### src/rtl/pipe_fetch.sv
// IF stage plus IF/ID pipeline register: PC selection, ready/valid instruction fetch,
// a one-entry skid for words that return while decode is stalled, and a pending redirect.
module pipe_fetch #(
    parameter logic [31:0] RESET_PC = 32'h0000_0000,
    parameter logic [31:0] NOP_INST = 32'h0000_0000
) (
    input  logic        clock,
    input  logic        resetn,
    input  logic [1:0]  pcsource,
    input  logic [31:0] bpc,
    input  logic [31:0] jpc,
    input  logic [31:0] rpc,
    input  logic        wpcir,
    input  logic [31:0] imem_rdata,
    input  logic        imem_ready,
    output logic [31:0] imem_addr,
    output logic        imem_req,
    output logic [31:0] pc,
    output logic [31:0] dpc4,
    output logic [31:0] inst
);

    typedef enum logic {FETCH = 1'b0, HOLD = 1'b1} state_t;

    state_t      state, state_nx;
    logic [31:0] pc_nx, dpc4_nx, inst_nx;
    logic [31:0] skid_pc4, skid_inst, skid_pc4_nx, skid_inst_nx;
    logic        pend_v, pend_v_nx;
    logic [31:0] pend_pc, pend_pc_nx;
    logic [31:0] pc4, target, npc;
    logic        req_c;

    assign pc4 = pc + 32'd4;

    always_comb begin
        target = pc4;
        case (pcsource)
            2'b00: target = pc4;
            2'b01: target = bpc;
            2'b10: target = rpc;
            2'b11: target = jpc;
            default: target = pc4;
        endcase
    end

    // A redirect seen during a bubble is remembered, because decode has moved on
    // to the NOP by the time the delay slot finally arrives.
    assign npc = pend_v ? pend_pc : target;

    always_ff @(posedge clock or negedge resetn) begin
        if (!resetn) state <= FETCH;
        else         state <= state_nx;
    end

    always_comb begin
        state_nx     = state;
        pc_nx        = pc;
        dpc4_nx      = dpc4;
        inst_nx      = inst;
        skid_pc4_nx  = skid_pc4;
        skid_inst_nx = skid_inst;
        pend_v_nx    = pend_v;
        pend_pc_nx   = pend_pc;
        req_c        = 1'b0;
        case (state)
            FETCH: begin
                req_c = 1'b1;
                if (imem_ready) begin
                    if (wpcir) begin
                        dpc4_nx   = pc4;
                        inst_nx   = imem_rdata;
                        pc_nx     = npc;
                        pend_v_nx = 1'b0;
                    end else begin
                        skid_pc4_nx  = pc4;
                        skid_inst_nx = imem_rdata;
                        state_nx     = HOLD;
                    end
                end else if (wpcir) begin
                    inst_nx = NOP_INST;
                    if (pcsource != 2'b00 && !pend_v) begin
                        pend_pc_nx = target;
                        pend_v_nx  = 1'b1;
                    end
                end
            end
            HOLD: begin
                if (wpcir) begin
                    dpc4_nx   = skid_pc4;
                    inst_nx   = skid_inst;
                    pc_nx     = npc;
                    pend_v_nx = 1'b0;
                    state_nx  = FETCH;
                end
            end
            default: state_nx = FETCH;
        endcase
    end

    always_ff @(posedge clock or negedge resetn) begin
        if (!resetn) begin
            pc        <= RESET_PC;
            dpc4      <= 32'h0;
            inst      <= NOP_INST;
            skid_pc4  <= 32'h0;
            skid_inst <= NOP_INST;
            pend_v    <= 1'b0;
            pend_pc   <= 32'h0;
        end else begin
            pc        <= pc_nx;
            dpc4      <= dpc4_nx;
            inst      <= inst_nx;
            skid_pc4  <= skid_pc4_nx;
            skid_inst <= skid_inst_nx;
            pend_v    <= pend_v_nx;
            pend_pc   <= pend_pc_nx;
        end
    end

    assign imem_req  = req_c & resetn;
    assign imem_addr = pc;

endmodule

### config.mk
export PLATFORM = sky130hd
export DESIGN_NAME = pipe_fetch
export DESIGN_NICKNAME = d
export VERILOG_FILES = /design/src/rtl/pipe_fetch.sv
export SDC_FILE = /design/constraint.sdc
export NUM_CORES = 1
export LEC_CHECK = 0
export CAP_MARGIN = 20
export CELL_PAD_IN_SITES_DETAIL_PLACEMENT = 1
export CELL_PAD_IN_SITES_GLOBAL_PLACEMENT = 1
export CORE_ASPECT_RATIO = 0.8
export CORE_UTILIZATION = 39
export DETAILED_ROUTE_END_ITERATION = 7
export PLACE_DENSITY = 0.84
export SYNTH_ARGS = -nofsm -noshare
export SYNTH_HDL_FRONTEND = slang
export SYNTH_SLANG_ARGS = --single-unit
export TNS_END_PERCENT = 30
### constraint.sdc
create_clock -name clock -period 5 [get_ports clock]
set_input_delay 0.5 -clock clock [delete_from_list [all_inputs] [get_ports clock]]
set_output_delay 0.5 -clock clock [all_outputs]
set_load 0.02 [all_outputs]
==> impl_metrics.yaml <==
detailed_routing:
  drtIter0Drc: 766
  vias: 8731
  viasPerCell: 5.58
  drc_errors: 0
  ant_nets: 0
  first_pass_iters: 5
  drt_wl_total_mm: 33.2
  routedWlPerCell_um: 21.2
logic_synthesis:
  ys_seq_elements: 194
  synth_xor_area_share_pct: 2.63
  synth_top_cell_by_area: "dfrtp_1"
  syn_avg_cell_area_um2: 9.23
  synth_cells: 1047
  synth.area.top_cells: "dfrtp_1 50%, nand2_1 8.5%, o21ai_0 4.2%"
  synthFlopType: "dfrtp_1"
  synth_top_area_share_pct: 50.3
  yosysSeqAreaShare_pct: 50.3
  synthArstFlopShare_pct: 100
  synth_top_family_by_area: "simple AND/OR/NAND/NOR gates"
  syn-num-nets: 1182
  synthAdderAreaFrac_pct: 0.130
  syn_area_mm2: 0.00966
  synth_edf_count: 0
  synth-simple-area-share_pct: 18.4
  yosys-mux-area-fraction_pct: 7.24
  synth.yosys.warnings: 0
  yosysUniqueCellTypes: 53
  synth_compound_area_share_pct: 15.2
sta:
  report.final.slew_viol_count: 0
  hold_viol_final: 0
  setup_violations: 0
  fmax_ghz: 0.318
  finalSetupTns_ps: 0
  period_share_pct: 62.9
  holdWs_ps: 76.5
  skew_ps: 21.5
  relSlewSlack_pct: 28.3
  max_slew.worst_pin.slew_ps: 1070
  rsz0062_at_grt: "no"
  fin_crit_ps: 3140
cts:
  hold_buffers: 0
  clkSinkCount: 194
  cts_setup_buffers: 0
  root_buffer: "clkbuf_16"
  cts_resized: 0
  clk_pin_slew_ps: 80
  clk_latency_ps: 440
  cts_max_level: 4
  cts_buffers: 17
  clock_path_buffers: 2
  cts_tree: "built"
placement:
  dp.cells: 1532
  gp_congestion: 0.861
  portBuffers: 262
  hpwl_mm: 22.9
  place_area_mm2: 0.0123
floorplan:
  die_area_mm2: 0.0254
  ios: 263
  die_y_um: 143
  rows: 51
  initial_core_util_pct: 39.7
  core_area_mm2: 0.0243
  die_x_um: 178
power_and_ir_drop:
  clockPowerShare_pct: 25.0
  power_frac_seq_pct: 42.6
  sw_frac_of_total_pct: 36.1
  p_sw_uw: 1950
  leakage_uw: 0.00549
  ir_drop_mv: 0.241
  p_int_uw: 3450
  power_frac_comb_pct: 32.4
  power_density_mw_per_mm2: 420
grt:
  grt.total_usage_pct: 26.7
  grt_overflow: 0
  grt_max_degree: 85
  antenna_found_initial: 0
  grt_pass1_wl_mm: 51.6
  grt_pass1_vias: 9065
critical_path:
  worstSetupStartpointType: "register"
  r2r_start: "imem_addr[2]"
  critPathArrivalTime_ps: 2640
  worstSetupPathType: "register to output pin"
  cp.required_ps: 4500
  cp_max_fo: 47
  worstSetupEndpointType: "output pin"
  reg2regPathDepth: 7
  r2r_setup_slack_ps: 2050
  r2r_end: "imem_addr[28]"
run:
  max-cap-violations: 0
finish:
  fin_util_pct: 52.8
  final_cell_count_no_fill: 1564
  fin_nets: 1368
  design_area_mm2: 0.0128
  fill_cells: 2743
  drive_above_1_share_pct: 8.03
  area_growth_pct: 32.9
  insertedDiodeCount: 0
worst_hold_path:
  hold_path.class: "input pin to asynchronous set/reset pin"
run_status:
  status: "finished, final reports clean"
per-stage QoR:
step / worst slack, ps / total power, µW
2_1_floorplan: 2740 / 3220
3_3_place_gp: 1640 / 3980
3_5_place_dp: 1470 / 4060
4_1_cts: 1860 / 5430
5_1_grt: 1600 / 5680
6_report: 1860 / 5400
routing by layer:
layer  GRT usage, %  vias to the layer above  wire length (µm)
met5              0                        -                 0
met4           8.28                        0               807
met1           35.5                     4408             14100
met3           5.91                       50              2380
met2           43.5                      330             15900
li1               -                     3943                 -
cells in the final DEF, fill, tap and decap left out, types with 6 or more instances in the layout:
cell type / synthesis / layout
nand4_1: 8 / 8
a31oi_1: 9 / 9
nand2b_1: 7 / 6
dfrtp_1: 194 / 193
clkdlybuf4s50_1: 0 / 259
buf_4: 34 / 13
o21ai_0: 82 / 81
clkbuf_16: 0 / 17
a22oi_1: 36 / 36
o22a_1: 6 / 6
mux4_2: 11 / 11
and3_1: 18 / 17
nand2_1: 218 / 218
inv_1: 11 / 11
or3_1: 7 / 7
xor2_1: 16 / 16
mux2i_1: 17 / 17
nand3_1: 16 / 16
xnor2_1: 13 / 13
mux2_2: 23 / 23
nor2_1: 88 / 88
nor3_1: 10 / 10
o21ai_1: 11 / 11
a21oi_1: 76 / 76
o221ai_1: 6 / 6
final cells by class:
type                    count  area (µm²)  area share (%)
clock buffers              19         433            3.37
clock inverters            13         129            1.00
inverters                  12        45.0           0.351
multi-input cells         732        4250            33.1
flip-flops and latches    194        4860            37.8
well taps                 318         398            3.10
repair buffers            276        2730            21.3
cells by family (layout without fill, tap and decap cells):
group                      count (synthesis)  after routing
DFF                                      194            194
muxes                                     53             53
adders and majority gates                  1              1
and+or+nand+nor                          398            398
buffers and inverters                    121            320
AOI/OAI and AO/OA                        251            251
xor gates and xnor gates                  29             29
how the worst max path moves through the flow:
| stage | from | endpoint | cells after the start |
|---|---|---|---|
| after floorplan | imem_addr[2] | imem_addr[28] | 7 |
| after global placement | pcsource[1] | imem_addr[13] | 7 |
| after detailed placement | pcsource[1] | imem_addr[13] | 7 |
| after CTS | state | imem_req | 3 |
| after global routing | pcsource[1] | imem_addr[13] | 7 |
| final | state | imem_req | 3 |
cell usage after synthesis (all sizes together) (2+ instances only):
master and instances:
nand2 218, dfrtp 194, o21ai 93, nor2 88, a21oi 76, clkbuf 61
buf 48, a22oi 36, mux2 25, and3 18, mux2i 17, nand3 17
xor2 16, xnor2 13, inv 11, mux4 11, nor3 11, nand4 10
a31oi 9, nor4 8, nand2b 7, or3 7, nor2b 6, o221ai 6
o22a 6, o211ai 4, o22ai 4, a21o 3, a22o 3, o21a 3
or2 3, a211oi 2, and4 2, o31ai 2
power by group through the flow:
stage / combinational [µW] / sequential (µW) / clock (µW)
after floorplan: 832 / 2390 / 0
after global routing: 1900 / 2350 / 1440
final: 1750 / 2300 / 1350
after global placement: 1690 / 2290 / 0
after detailed placement: 1740 / 2320 / 0
after CTS: 1760 / 2290 / 1380
state kept, by name (all words and copies together), names as in the netlist:
register,cells
skid_pc4,32
pend_pc,32
imem_addr,32
pend_v,1
state,1
dpc4,32
skid_inst,32
inst,32
worst max-delay path: stages, from the launching register on:
cell	delay, ps
dfrtp_2	1080
buf_4	490
nor2b_1	90
clkdlybuf4s50_1	540
Note: power is estimated with default switching activity, not from simulation.
